### src/rtl/dyn_partition_state_gen.sv
// rtl/dyn_partition_state_gen.sv - walks the dual-counter / twisted-mode transition system from a seed
// Emits (current, next) state pairs on a valid/ready stream until the walk returns to the seed or the budget runs out.
module dyn_partition_state_gen #(
  parameter int CW        = 3,
  parameter int MAX_STEPS = 64,
  localparam int SW       = 2*CW+2,
  localparam int PW       = $clog2(MAX_STEPS+1)
) (
  input  logic          clk,
  input  logic          rst_n,
  input  logic          start,
  input  logic          abort,
  input  logic          load_en,
  input  logic [SW-1:0] load_state,
  output logic          out_valid,
  input  logic          out_ready,
  output logic [SW-1:0] out_cur,
  output logic [SW-1:0] out_nxt,
  output logic          done,
  output logic          cycle_found,
  output logic [PW-1:0] period
);

  typedef enum logic [1:0] {S_IDLE, S_RUN, S_DONE} state_t;

  state_t        state_q, state_d;
  logic [SW-1:0] cur_q, cur_d;
  logic [SW-1:0] seed_q, seed_d;
  logic [PW-1:0] cnt_q, cnt_d;
  logic          done_q, done_d;
  logic          found_q, found_d;
  logic [PW-1:0] period_q, period_d;

  logic [CW-1:0] cnt_a, cnt_b;
  logic          m0, m1, sel;
  logic [SW-1:0] nxt;
  logic [PW-1:0] cnt_inc;
  logic [SW-1:0] seed_sel;

  assign cnt_a = cur_q[CW-1:0];
  assign cnt_b = cur_q[2*CW-1:CW];
  assign m0    = cur_q[2*CW];
  assign m1    = cur_q[2*CW+1];
  assign sel   = m0 ^ m1;

  // Mode bits form a 4-step Johnson sequence, so a and b take turns incrementing.
  always_comb begin
    nxt = {m0, ~m1,
           sel ? cnt_b + CW'(1) : cnt_b,
           sel ? cnt_a : cnt_a + CW'(1)};
  end

  assign cnt_inc  = cnt_q + PW'(1);
  assign seed_sel = load_en ? load_state : '0;

  always_comb begin
    state_d  = state_q;
    cur_d    = cur_q;
    seed_d   = seed_q;
    cnt_d    = cnt_q;
    done_d   = done_q;
    found_d  = found_q;
    period_d = period_q;
    if (abort) begin
      state_d = S_IDLE;
      done_d  = 1'b0;
      found_d = 1'b0;
    end else begin
      case (state_q)
        S_IDLE, S_DONE: begin
          if (start) begin
            seed_d  = seed_sel;
            cur_d   = seed_sel;
            cnt_d   = '0;
            done_d  = 1'b0;
            found_d = 1'b0;
            state_d = S_RUN;
          end
        end
        S_RUN: begin
          if (out_ready) begin
            cur_d = nxt;
            cnt_d = cnt_inc;
            // Seed match takes priority over budget exhaustion on the same step.
            if (nxt == seed_q) begin
              state_d  = S_DONE;
              done_d   = 1'b1;
              found_d  = 1'b1;
              period_d = cnt_inc;
            end else if (cnt_inc == PW'(MAX_STEPS)) begin
              state_d  = S_DONE;
              done_d   = 1'b1;
              found_d  = 1'b0;
              period_d = cnt_inc;
            end
          end
        end
        default: state_d = S_IDLE;
      endcase
    end
  end

  always_ff @(posedge clk) begin
    if (!rst_n) begin
      state_q  <= S_IDLE;
      cur_q    <= '0;
      seed_q   <= '0;
      cnt_q    <= '0;
      done_q   <= 1'b0;
      found_q  <= 1'b0;
      period_q <= '0;
    end else begin
      state_q  <= state_d;
      cur_q    <= cur_d;
      seed_q   <= seed_d;
      cnt_q    <= cnt_d;
      done_q   <= done_d;
      found_q  <= found_d;
      period_q <= period_d;
    end
  end

  assign out_valid   = (state_q == S_RUN);
  assign out_cur     = cur_q;
  assign out_nxt     = nxt;
  assign done        = done_q;
  assign cycle_found = found_q;
  assign period      = period_q;

endmodule

### config.mk
export PLATFORM = sky130hd
export DESIGN_NAME = dyn_partition_state_gen
export DESIGN_NICKNAME = d
export VERILOG_FILES = /design/src/rtl/dyn_partition_state_gen.sv
export SDC_FILE = /design/constraint.sdc
export NUM_CORES = 1
export LEC_CHECK = 0
export ABC_AREA = 1
export CAP_MARGIN = 15
export CORE_MARGIN = 10
export CORE_UTILIZATION = 40
export DETAILED_ROUTE_END_ITERATION = 8
export GPL_TIMING_DRIVEN = 0
export PLACE_DENSITY_LB_ADDON = 0.3
export SLEW_MARGIN = 10
export SYNTH_ARGS = -nofsm -noshare
export SYNTH_HDL_FRONTEND = slang
export SYNTH_SLANG_ARGS = --single-unit
### constraint.sdc
create_clock -name clk -period 2 [get_ports clk]
set_input_delay 0.4 -clock clk [delete_from_list [all_inputs] [get_ports clk]]
set_output_delay 0.4 -clock clk [all_outputs]
set_load 0.1 [all_outputs]
; After elaboration in Yosys (flattened, before gate mapping)
; Index checks and enable logic that the tools add are counted.
[totals]
word_cells = 56
input_bits = 14
ff_bits = 34
out_inout_bits = 26
[op_classes]
reduce_logical = 10
mux = 25
bitwise = 4
eq_ne = 7
n_addsub = 3
[ops]
columns = cell, count
row1 = 7-bit two-way mux, 4
row2 = 8-bit two-way mux, 3
row3 = 8-bit case mux with 2 select lines, 1
row4 = 7-bit case mux with 2 select lines, 1
row5 = 4-bit AND reduction, 3
row6 = 8-bit equality test, 1
row7 = 2-bit two-way mux, 4
row8 = 7-bit by 1-bit adder with 7-bit output (second input constant), 1
row9 = 7-bit equality test (second input constant), 1
row10 = 1-bit two-way mux, 7
row11 = 3-bit by 1-bit adder with 3-bit output (second input constant), 2
row12 = 3-bit two-way mux, 2
row13 = 3-bit AND reduction, 2
row14 = 1-bit case mux with 2 select lines, 2
row15 = 2-bit case mux with 2 select lines, 1
row16 = 2-bit nonzero test, 2
row17 = 2-bit OR reduction, 2
row18 = 3-bit by 1-bit inequality test with 1-bit output (second input constant), 1
row19 = 1-bit NOT, 3
row20 = 2-bit by 1-bit equality test with 1-bit output (second input constant), 1
row21 = 2-bit equality test (second input constant), 1
row22 = 2-bit logical NOT, 1
row23 = 2-bit by 1-bit inequality test with 1-bit output (second input constant), 1
row24 = 2-bit inequality test (second input constant), 1
row25 = 1-bit bitwise XOR, 1

; Depth between registers and ports, before layout
; Gate-level depths: netlist of the first run.
[depth]
depth_word = 6
ltp_mapped = 16
mapped_depth_nobuf = 16

; Worst setup path before layout of the first run
; Ideal clock, no wire load.
[synth_path]
path_type = register to register
from = reg cur_q[7], in the netlist out_cur[7]
to = reg period_q[0], in the netlist period[0]
path_stages_with_launch = 14
setup_slack_ns = -1.443
required_time_ns = 1.883
period_less_slack_ns = 3.443
arrival_ns = 3.326
n_path_buf = 0
path_cell_list = dfxtp_1 -> inv_2 -> nand2_1 -> nand3_1 -> nand2_1 -> nand2_1 -> nand2_1 -> nor2_2 -> nand3_2 -> nand2_2 -> nand2_4 -> clkinv_4 -> nor2_1 -> nor2_1
[synth_rtl]
columns = item, line_no
row1 = from (decl), 27  ; logic [SW-1:0] cur_q, cur_d;
row2 = from (signal assigned), 114  ; cur_q <= cur_d;
row3 = 1-bit NOT (*), 48  ; nxt = {m0, ~m1,
row4 = net out_nxt[6], 18  ; output logic [SW-1:0] out_nxt,
row5 = 8-bit equality test (*), 85  ; if (nxt == seed_q) begin
row6 = 2-bit nonzero test (no source line), -
row7 = 4-bit AND reduction (no source line), -
row8 = to (signal assigned), 119  ; period_q <= period_d;
row9 = to (decl), 32  ; logic [PW-1:0] period_q, period_d;
; The timed path passes the listed nets; every way through them passes the cells marked *.
; A chain may end at the register's enable or synchronous reset.

; Worst setup path after layout of the first run
[layout_path]
from = reg cur_q[7], in the netlist out_cur[7]
to = out out_nxt[6]
[layout_between]
elab_chain_len = 1
[layout_lines]
columns = item, line_no
row1 = 1-bit NOT, 48
row2 = to (decl), 18
; No other way between the ends.

==> metrics.txt, run 1 <==
DR pass1 iterations=4; Worst EP required=approximately 1600 ps; first-pass GRT wire length=roughly 8000 microns; slowest stage cell, crit path=clkdlybuf4s15_1; max-slew violations=0; VDD IR max=0.367 mV; top cells by area, synth=dfxtp_1 (37%), nand2_1 (13%), a21oi_1 (6.6%); Max FO, Critical Path=6; adder and majority gate portion of the synthesized area=0.0205; run status=finished, final reports clean; Final TNS setup=0 ps; area fraction in and, or, nand and nor cells after synthesis=0.332; top cell type's share of synthesized area=0.372; total grt overflow=0; post-layout util=0.577; CTS Root Cell=clkbuf_8; clk buf depth=2; vias in the first global route=1,742; CTS tree=done; clock sink total=34; mux contribution to synthesized area=0; Synth Area in Compound Gates=0.165; ys async rst share=0; synthesized area=1830 sq um; GPL Wtd Cong=0.865; Synth top cells by count=nand2_1 (61), dfxtp_1 (34), inv_1 (25); # diodes=0; die area=7690 sq um; Post-Syn Instances=266; num rows=24; critical path class=reg2out; largest family of logic cells by synthesized area=simple AND/OR/NAND/NOR gates; Port-buffer cells=39; CTS clk-pin slew, worst paths=~70 ps; Via-to-Cell Ratio=4.97; share of cells above drive strength 1=0.221; Post-synth EDFFs=0; initial antenna violation count=0; drt initial violations=93; ys flop type=dfxtp_1; routed len/inst=roughly 13 microns; Synth Net Count=283; Max stage delay on crit path=810 ps; distinct cell type count after synthesis=29; Post-Route WL=4850 microns; Hold-fix buffers, CTS=0; fin crit period=1970 ps; sequential fraction of the synthesis area=0.372; Syn. warnings=0; Avg Cell Area, Syn=6.89 sq um; worst-margin pin slew=971 ps; power density cells=761 nW/um^2; IO Count=40; area growth from synthesis to layout=38.2%; clock latency on the worst-skew pair=290 ps; CP Launch Type=register; Seq. cell area=707 sq um; area occupied by multi-input gates=between 1000 and 1500 sq um; Net count, final=~330; worst hold path type=reg2reg; LEAKAGE=1.14 nW; Relative slew margins=0.355; CP Cell Sequence=inv_12 -> clkdlybuf4s15_1; Top delay family on crit path=buffers and inverters; via count=1,833; initial core utilization=0.418; Max Clk Rate=0.508 GHz; CP Data Arrival Time=approximately 1600 ps; Chip Height=approximately 90 microns; Post-Synth XOR/XNOR Area=0.0287; top-count cell post-synth=nand2_1; final hold violation count=0; H-tree depth=2; Critical Path End Type=output port; worst clock skew=3.65 ps; critical path buffer and inverter count=2; TritonCTS Buffers=5; largest net degree at the start of global routing=11; fillers=421; maxcap violations=0; Detail Route Antenna Nets=0; die extent in x=about 88 microns; fin crit share=0.984; cell taking the most area after synthesis=dfxtp_1; core area=4380 sq um; gr usage total=0.128; final setup vio count=0; Post-DP HPWL=3700 microns; total power draw=1.93 mW; DR DRC count=0; post-synthesis sequential element count=34
==> registers in the layout, indices dropped and copies added (netlist names) <==
register	flops
period	7
state_q	2
cnt_q	7
done	1
out_cur	8
seed_q	8
cycle_found	1
==> metal layers <==
metal / up-vias / global-route usage / share of wire
met4: 0 / 0.0565 / 0.019
met2: 50 / 0.196 / 0.44
li1: 975 / - / -
met3: 8 / 0.0427 / 0.072
met1: 800 / 0.158 / 0.47
met5: - / 0 / 0
==> worst register-to-register path, stage by stage, from the launching register on <==
cell     delay (ps)
dfxtp_2         370
ha_1            170
nand2_1          70
inv_1           100
nand4_1         140
xnor2_2         220
nand3_1         160
nand2_2         140
nand2_4          90
o21ai_0         200
nor2_1           60
==> area by class of cell <==
class | instances | share of cell area
Tap cell | 52 | 0.0257
Multi-Input combinational cell | 195 | 0.430
Inverter | 31 | 0.0549
Buffer | 6 | 0.0129
Sequential cell | 34 | 0.279
Clock buffer | 7 | 0.0425
Timing Repair Buffer | 44 | 0.155
==> timing repair <==
action,CTS,global route
setup buffers,0,5
cloned,0,0
pin swaps,0,2
gates resized for setup,65,13
endpoints found under the setup margin,27,19
==> power breakdown <==
part	total (mW)	leakage (nW)	switching [mW]	internal [mW]
combinational	0.599	0.807	0.442	0.157
sequential	0.732	0.282	0.0305	0.702
clock	0.596	0.0555	0.248	0.348
total	1.93	1.14	0.720	1.21
==> cell families (layout without fill, tap and decap cells) <==
group / count (synthesis) / after routing
AO/OA/AOI/OAI: 55 / 55
flip-flops: 34 / 34
adder cells (fa/ha/maj): 3 / 3
AND/OR/NAND/NOR: 131 / 131
XOR/XNOR: 6 / 6
buffers and inverters: 37 / 88
==> placed cells by master, fill, tap and decap left out, types with 3 or more instances in the layout <==
cell	count
nand2_1	55
inv_1	25
dfxtp_1	25
a21oi_1	24
nand3_1	22
nor2_1	22
o21ai_0	19
dlygate4sd2_1	15
nand2_2	14
clkdlybuf4s50_1	13
buf_4	10
clkbuf_8	6
dfxtp_4	6
nand2_4	4
xnor2_1	4
a211oi_1	4
nand3_2	3
nand2_8	3
nor2_2	3
buf_2	3
a31oi_1	3
ha_1	3
dfxtp_2	3
==> stage by stage <==
| stage | hold slack, ps | worst slack [ps] | instances | instance area [sq um] |
|---|---|---|---|---|
| 2_1_floorplan | 445 | 0.460 | 266 | 1940 |
| 3_3_place_gp | 457 | -485 | 357 | 2390 |
| 3_5_place_dp | 455 | -501 | 357 | 2390 |
| 4_1_cts | 469 | 16.8 | 364 | 2460 |
| 5_1_grt | 487 | -27.5 | 369 | 2530 |
| 6_report | 460 | 32.1 | 369 | 2530 |
==> worst paths after layout <==
path / slack [ps] / start / cells after the start / to
worst min register to register: 460 / done$_SDFFE_PP0P_ / 2 / done$_SDFFE_PP0P_
worst max-delay path: 30 / out_cur[7]$_SDFFE_PN0P_ / 2 / out_nxt[6]
worst min-delay path: 460 / done$_SDFFE_PP0P_ / 2 / done$_SDFFE_PP0P_
worst max register to register: 180 / cnt_q[0]$_SDFFE_PN0P_ / 10 / period[3]$_SDFFE_PN0P_
Power figures use the tool's default switching activity.
==> run 2, diff against run 1 <==
- PLACE_DENSITY: default -> 0.66
- PLACE_DENSITY_LB_ADDON: 0.3 -> default
==> run 2 against run 1 <==
Compared with the run above:
- worst setup slack better by 9.1 ps
- non-clock buffer count is 4 lower
- cell area is 1.5% lower
- clock power is 8.7% lower
- register-to-register slack worse by 20 ps
- routed wire length is 4.0% higher
- maximum frequency is 0.47% higher
- via count is 0.33% lower
- critical endpoint is now out_cur[6]
==> metrics.txt, run 2 (same netlist as run 1, synthesis figures left out) <==
via count=1,827; drt initial violations=100; worst hold path type=reg2reg; die extent in x=87.7 microns; die area=approximately 7700 sq um; Net count, final=330; TritonCTS Buffers=5; most common cell after layout, fill and taps aside=nand2_1; Port-buffer cells=39; first-pass GRT wire length=8540 microns; num rows=24; Setup WS post-layout=~41 ps; post-layout util=0.569; commonest non-fill, non-tap cells in the layout=nand2_1 (56), dfxtp_1 (25), inv_1 (24), a21oi_1 (24); Area after DPL=2390 sq um; slowest stage cell, crit path=dlygate4sd2_1; Net Sw Frac=0.396; core area=around 4400 sq um; final hold violation count=0; Int Pwr=1.13 mW; VDD IR max=0.355 mV; Sequential Power Share=0.390; area growth from synthesis to layout=36.1%; WHS=459 ps; largest net degree at the start of global routing=12; Hold Crit Depth=2; # diodes=0; power density cells=approximately 750 nW/um^2; CTS tree=done; critical path buffer and inverter count=1; Worst EP required=1600 ps; switching power=0.742 mW; r2r setup slk=160 ps; gr usage total=0.136; initial antenna violation count=0; worst-margin pin slew=approximately 960 ps; FF-to-FF Start=state_q[0]$_SDFFE_PP0P_; H-tree depth=2; GPL Wtd Cong=0.856; clk buf depth=2; maxcap violations=0; clock latency on the worst-skew pair=290 ps; Post-DP HPWL=around 3800 microns; CP Launch Type=register; final std cells w/o fill=366; pre-CTS setup slack=-520 ps; Via-to-Cell Ratio=4.99; initial core utilization=0.418; Top delay family on crit path=buffers and inverters; clock power share=0.290; total grt overflow=0; Reg2Reg Depth=7; max-slew violations=0; clock sink total=34; fin crit period=between 1500 and 2000 ps; Logic pwr share=0.319; CTS Root Cell=clkbuf_8; Inst Count DP=357; routed len/inst=13.8 microns; Relative slew margins=0.360; total power draw=1.87 mW; worst clock skew=3.85 ps; CP Data Arrival Time=about 1600 ps; fillers=435; hold_sp=cycle_found$_SDFFE_PP0P_; post-route cell area=2490 sq um; fin crit share=0.979; Chip Height=87.7 microns; DR DRC count=0; IO Count=40; Post-Route WL=5050 microns; Critical Path End Type=output port; CTS clk-pin slew, worst paths=70 ps; run status=finished, final reports clean; Detail Route Antenna Nets=0; share of cells above drive strength 1=0.223; DR pass1 iterations=4; critical path class=reg2out; unrepaired setup endpoints after global routing=true; Final TNS setup=0 ps; Critical R2R Capture=cnt_q[4]$_SDFFE_PN0P_; Hold-fix buffers, CTS=0; Hold Path Sink=cycle_found$_SDFFE_PP0P_; LEAKAGE=between 1 and 1.5 nW; Max stage delay on crit path=roughly 870 ps; Max FO, Critical Path=7; CP Cell Sequence=dlygate4sd2_1; final setup vio count=0; Max Clk Rate=between 0.5 and 0.6 GHz; vias in the first global route=1,789
## run 2: cell count changes in the layout (fill, tap and decap cells not counted), sizes merged
cell           delta
buf               -3
clkdlybuf4s15     -2
clkinv            +2
clkbuf            -1
clkinvlp          -1
dlygate4sd2       +1
inv               +1
## run 2: worst max-delay path by stage
stage | from | endpoint | slack [ps] | cells past startpoint
global placement | state_q[0]$_SDFFE_PP0P_ | out_valid | -510 | 4
floorplan | out_cur[7]$_SDFFE_PN0P_ | period[0]$_SDFFE_PN0P_ | 0.5 | 13
global route | state_q[0]$_SDFFE_PP0P_ | cnt_q[0]$_SDFFE_PN0P_ | -30 | 7
finish | out_cur[6]$_SDFFE_PN0P_ | out_cur[6] | 40 | 1
detailed placement | state_q[0]$_SDFFE_PP0P_ | out_valid | -520 | 4
CTS | state_q[0]$_SDFFE_PP0P_ | out_valid | 5 | 4
## run 2: layout make-up
class,count,area (sq um),share of cell area
Buffer,6,30.0,0.0120
Inverter,31,135,0.0542
Clock inverter,2,11.3,0.00452
Clock buffer,6,82.6,0.0331
Sequential cell,34,709,0.284
Tap cell,52,65.1,0.0261
Timing Repair Buffer,40,360,0.145
Multi-Input combinational cell,195,1100,0.441
## run 2: what timing repair did
| item | 4_1_cts | 5_1_grt |
|---|---|---|
| pin swaps | 1 | 3 |
| gates resized for setup | 65 | 21 |
| buffers inserted | 1 | 0 |
| endpoints found under the setup margin | 30 | 24 |
| gates cloned | 0 | 0 |
## run 2: layer usage
metal	part of all wire	routed length [microns]	GRT usage	vias up
li1	-	-	-	968
met1	0.47	2370	0.177	813
met2	0.45	2290	0.210	38
met3	0.065	328	0.0381	8
met4	0.013	65	0.0478	0
met5	0	0	0	-
## run 2: power by group through the flow
| stage | combinational (mW) | clock, mW | sequential [mW] |
|---|---|---|---|
| final | 0.598 | 0.544 | 0.731 |
| after global routing | 0.640 | 0.579 | 0.735 |
| after CTS | 0.594 | 0.553 | 0.732 |
| after detailed placement | 0.608 | 0 | 0.748 |
| after global placement | 0.606 | 0 | 0.747 |
| after floorplan | 0.376 | 0 | 0.832 |
==> edit 1: new RTL, flow settings as in run 2 <==
Set the parameter `MAX_STEPS` to 128 (it was 64).
--- a/src/rtl/dyn_partition_state_gen.sv
+++ b/src/rtl/dyn_partition_state_gen.sv
@@ -2,7 +2,7 @@
 // Emits (current, next) state pairs on a valid/ready stream until the walk returns to the seed or the budget runs out.
 module dyn_partition_state_gen #(
   parameter int CW        = 3,
-  parameter int MAX_STEPS = 64,
+  parameter int MAX_STEPS = 128,
   localparam int SW       = 2*CW+2,
   localparam int PW       = $clog2(MAX_STEPS+1)
 ) (
Interface: changed (resized period); port bits go from 40 to 41. The function was not compared with the original's and may differ.
==> edit 1 against run 2 <==
Setup slack gained 0.033 ns; routed wire length grew 5.9%; power shrank 0.43%; cell area grew 3.9%; clock power shrank 8.1%; sequential cell count grew 2; synthesized area grew 6.4%; synthesized cell count grew 13%; critical path type unchanged; largest power group unchanged.
==> edit 1: results (changes against run 2) <==
[outcome]
outcome=complete, no violations

[placed_design]
finalWeightedCongestion=0.806  ; -5.9%
dpl.cell_count=406  ; +14%
dpl.hpwl_um=4040  ; +6.9%
place_ws_ns=-0.456  ; +0.0633 ns

[route]
wire_per_inst_um=12.9  ; -6.8%
num_vias=2038  ; +12%
drt_pass1_iterations=4  ; unchanged
drt_iter0_markers=79  ; -21%
routed_wl_um=5350  ; +5.9%
drc=0  ; unchanged

[power]
cellLeakagePower_uw=0.00121  ; +6.1%
ir_drop_uv=357  ; +0.46%

[logic_synthesis]
muxShareOfSynthArea=0  ; unchanged
synth_compound_area_frac=0.162  ; -0.00355
synth_fp_nets=317  ; +12%
ys_top_cells_by_count=nand2_1 (92), dfxtp_1 (36), inv_1 (32)
ys_seq_area_frac=0.370  ; -0.00188
syn_avg_cell_area_sq_um=6.50  ; -5.6%
synth-xor-area-share=0.0180  ; -0.0107
synthAdderAreaFrac=0.0193  ; -0.00124
synth_cell_types=28  ; -3.4%
synth_area_leaders=dfxtp_1 (37%), nand2_1 (18%), a21oi_1 (6.2%), inv_1 (6.2%), o21ai_0 (5.9%)

[timing]
clock_skew_ns=0.00481  ; +0.000964 ns
relSlewSlack=0.347  ; -0.0127
worst_slack_ns=0.0744  ; +0.0332 ns

[cts]
htreeDepth=2  ; unchanged
clk_latency_ns=0.28
cts-root-buf=clkbuf_8

[critical_path]
arrival_ns=1.53  ; -0.03 ns
cp_max_fo=5  ; -2
r2r_slack_ns=0.11  ; -0.05 ns
crit_family=buffers and inverters

[layout]
nets=365  ; +11%
antenna_cells=0  ; unchanged
drive_gt1_frac=0.163  ; -0.0596

[global_routing]
grt_first_pass_wirelength_um=8860  ; +3.8%
track_usage=0.128  ; -0.00778
antenna_found_initial=0  ; unchanged
first_global_vias=1947  ; +8.8%

[edit 1: cell types whose count changed in the layout (fill, tap and decap cells not counted), sizes merged, moves of 2 or more]
cell    delta
o21ai      +3
dfxtp      +2
inv        +8
a221oi     +3
nor2       +3
a31oi      -2
xnor2      -3
clkbuf     +3
nand2     +24
nand3      -4
buf        -2
[edit 1: worst paths after layout]
check                                         startpoint                  endpoint  depth (start not counted)
worst min-delay path            cycle_found$_SDFFE_PP0P_  cycle_found$_SDFFE_PP0P_                          2
worst min register to register  cycle_found$_SDFFE_PP0P_  cycle_found$_SDFFE_PP0P_                          2
worst max-delay path             out_cur[3]$_SDFFE_PN0P_                out_cur[3]                          1
worst max register to register     cnt_q[0]$_SDFFE_PN0P_    period[0]$_SDFFE_PN0P_                         12
[edit 1: layout make-up]
type,count,area (sq um)
repair buffers,41,374
plain buffers,7,32.5
flip-flops and latches,36,744
fillers,468,2130
inverters,38,160
clock inverters,3,13.8
well taps,67,83.8
multi-input cells,219,1110
clock buffers,5,68.8
[edit 1: layer usage]
layer / up-vias / part of all wire / GRT usage
li1: 1066 / - / -
met1: 926 / 0.45 / 0.143
met2: 42 / 0.48 / 0.226
met3: 4 / 0.061 / 0.0474
met4: 0 / 0.0050 / 0.0296
met5: - / 0 / 0
[edit 1: through the flow]
step,instance area [sq um],setup TNS [ns],hold slack [ns]
final,2590,0,0.456
after global routing,2590,-0.241,0.488
after global placement,2490,-5.00,0.451
after floorplan,2010,-0.932,0.445
after CTS,2540,0,0.459
after detailed placement,2490,-5.38,0.450
[edit 1: logic make-up after synthesis]
family	count (synthesis)
AOI/OAI and AO/OA	57
xor gates and xnor gates	4
adders and majority gates	3
buffers and inverters	45
DFF	36
and+or+nand+nor	155
[edit 1: timing repair]
action	CTS	global route
gates resized for setup	68	21
buffers inserted	0	2
setup endpoints to repair	35	25
pin swaps	0	4
hold buffers	0	0
[edit 1: worst register-to-register path: stages (launching register included)]
cell and delay, ns:
dfxtp_4 0.38, ha_1 0.18, nand2_1 0.09, o21ai_0 0.16, nand2_1 0.12, nor3_1 0.23
nand3_2 0.14, nand2_2 0.12, nand2_4 0.10, clkinv_4 0.10, nand2_1 0.05, nand2_1 0.06
nor2_1 0.05
[edit 1: power breakdown]
group          switching, uW  leakage (uW)  internal (uW)
Combinational            443      0.000867            151
Clock                    264     0.0000453            237
Sequential              28.9      0.000298            741
==> edit 2: new RTL, config.mk and constraints of run 2 <==
Without the edit above. The 3 states of `state_t` get a one-hot encoding in 3 bits.
--- a/src/rtl/dyn_partition_state_gen.sv
+++ b/src/rtl/dyn_partition_state_gen.sv
@@ -21,7 +21,7 @@
   output logic [PW-1:0] period
 );
 
-  typedef enum logic [1:0] {S_IDLE, S_RUN, S_DONE} state_t;
+  typedef enum logic [2:0] {S_IDLE = 3'b001, S_RUN = 3'b010, S_DONE = 3'b100} state_t;
 
   state_t        state_q, state_d;
   logic [SW-1:0] cur_q, cur_d;
Function: no difference found for any inputs over 10 cycles, from zero or initial values and one cycle with rst_n low; not proved beyond that.
==> edit 2 against run 2 <==
Synthesized area rose by 3.5%; routed wire length is 1.2% higher; combinational power is 22% higher; synthesized cell count rose by 5.3%; cell area grew 2.8%; first-iteration DRC count up 95%; cell count up 3.8%; setup slack lost 0.0047 ns; sequential cell count grew 1; power up 18%.
==> edit 2: results (changes against run 2) <==
[route]
num_vias=1911  ; +4.6%
drt_iter0_markers=195  ; +95%
wire_per_inst_um=13.4  ; -2.5%

[global_routing]
antenna_found_initial=0  ; unchanged
first_global_vias=1844  ; +3.1%
grt_max_degree=12  ; unchanged
track_usage=0.135  ; -0.00109
grt_first_pass_wirelength_um=8450  ; -0.97%

[logic_synthesis]
ys_top_cells_by_count=nand2_1 (74), dfxtp_1 (35), nor2_1 (32)
syn_inst=280  ; +5.3%
synthAdderAreaFrac=0.0198  ; -0.000690
netlist_area_sq_um=1900  ; +3.5%
synth_fp_nets=297  ; +4.9%
synth_compound_area_frac=0.154  ; -0.0108
ys_seq_area_frac=0.370  ; -0.00195
synth_area_leaders=dfxtp_1 (37%), nand2_1 (15%), nor2_1 (6.3%), a211oi_1 (5.9%), nand3_1 (5.5%)
synth-xor-area-share=0.0231  ; -0.00559
synth_cell_types=24  ; -17%

[cts]
clock-sinks=35  ; +2.9%
cts_setup_buffers=0  ; -1

[layout]
clock_cell_area_share=0.0498  ; +0.0122
largest_class=multi-input gates
drive_gt1_frac=0.192  ; -0.0309
num-multi-input-gates=209  ; +7.2%
clkbuf_count=7  ; +1
multi_input_area_share=0.440  ; -0.000614
fillers=440  ; +1.1%
seq_share=0.284  ; -0.000805
nets=344  ; +4.2%
fin_cells=380  ; +3.8%
nonClockInverterCount=27  ; -13%
signal_buffers=49  ; +6.5%
synthToLayoutAreaGrowth_pct=35.2
final-nonclk-buf-share=0.154  ; -0.00225

[power]
p_per_area_nw_per_um2=864  ; +15%
cellLeakagePower_uw=0.00119  ; +4.3%
intPower_uw=1360  ; +21%
seqPwrFrac=0.345  ; -0.045
power_frac_clock=0.325  ; +0.035
ir_drop_uv=564  ; +59%

[placed_design]
dpl.cell_count=370  ; +3.6%
port-buffer-count=38  ; -2.6%
finalWeightedCongestion=0.836  ; -2.4%
place_ws_ns=-0.452  ; +0.0680 ns
placed_cell_area_sq_um=2420  ; +1.1%
dpl.hpwl_um=3770  ; -0.17%

[timing]
clock_skew_ns=0.00857  ; +0.00472 ns

[critical_path]
cp_max_fo=6  ; -1

[outcome]
outcome=complete, no violations

## edit 2: cell types whose count changed after synthesis, moves of 6 or more
| cell | before | now |
|---|---|---|
| nor2_1 | 23 | 32 |
| o21ai_0 | 20 | 11 |
| a21oi_1 | 24 | 18 |
| nand2_1 | 61 | 74 |
| a211oi_1 | 4 | 15 |
| o21ai_1 | 0 | 7 |
## edit 2: worst paths after layout
path / startpoint / to / slack, ns
worst max-delay path: out_cur[6]$_SDFFE_PN0P_ / out_cur[6] / 0.04
worst min-delay path: done$_SDFFE_PP0P_ / done$_SDFFE_PP0P_ / 0.46
worst max register to register: cnt_q[0]$_SDFFE_PN0P_ / period[6]$_SDFFE_PN0P_ / 0.14
worst min register to register: done$_SDFFE_PP0P_ / done$_SDFFE_PP0P_ / 0.46
## edit 2: routing by layer
metal | track usage | routed length, um | up-vias
met5 | 0 | 0 | -
met4 | 0.0455 | 48 | 0
met3 | 0.0450 | 349 | 5
met2 | 0.206 | 2320 | 42
met1 | 0.174 | 2390 | 849
li1 | - | - | 1015
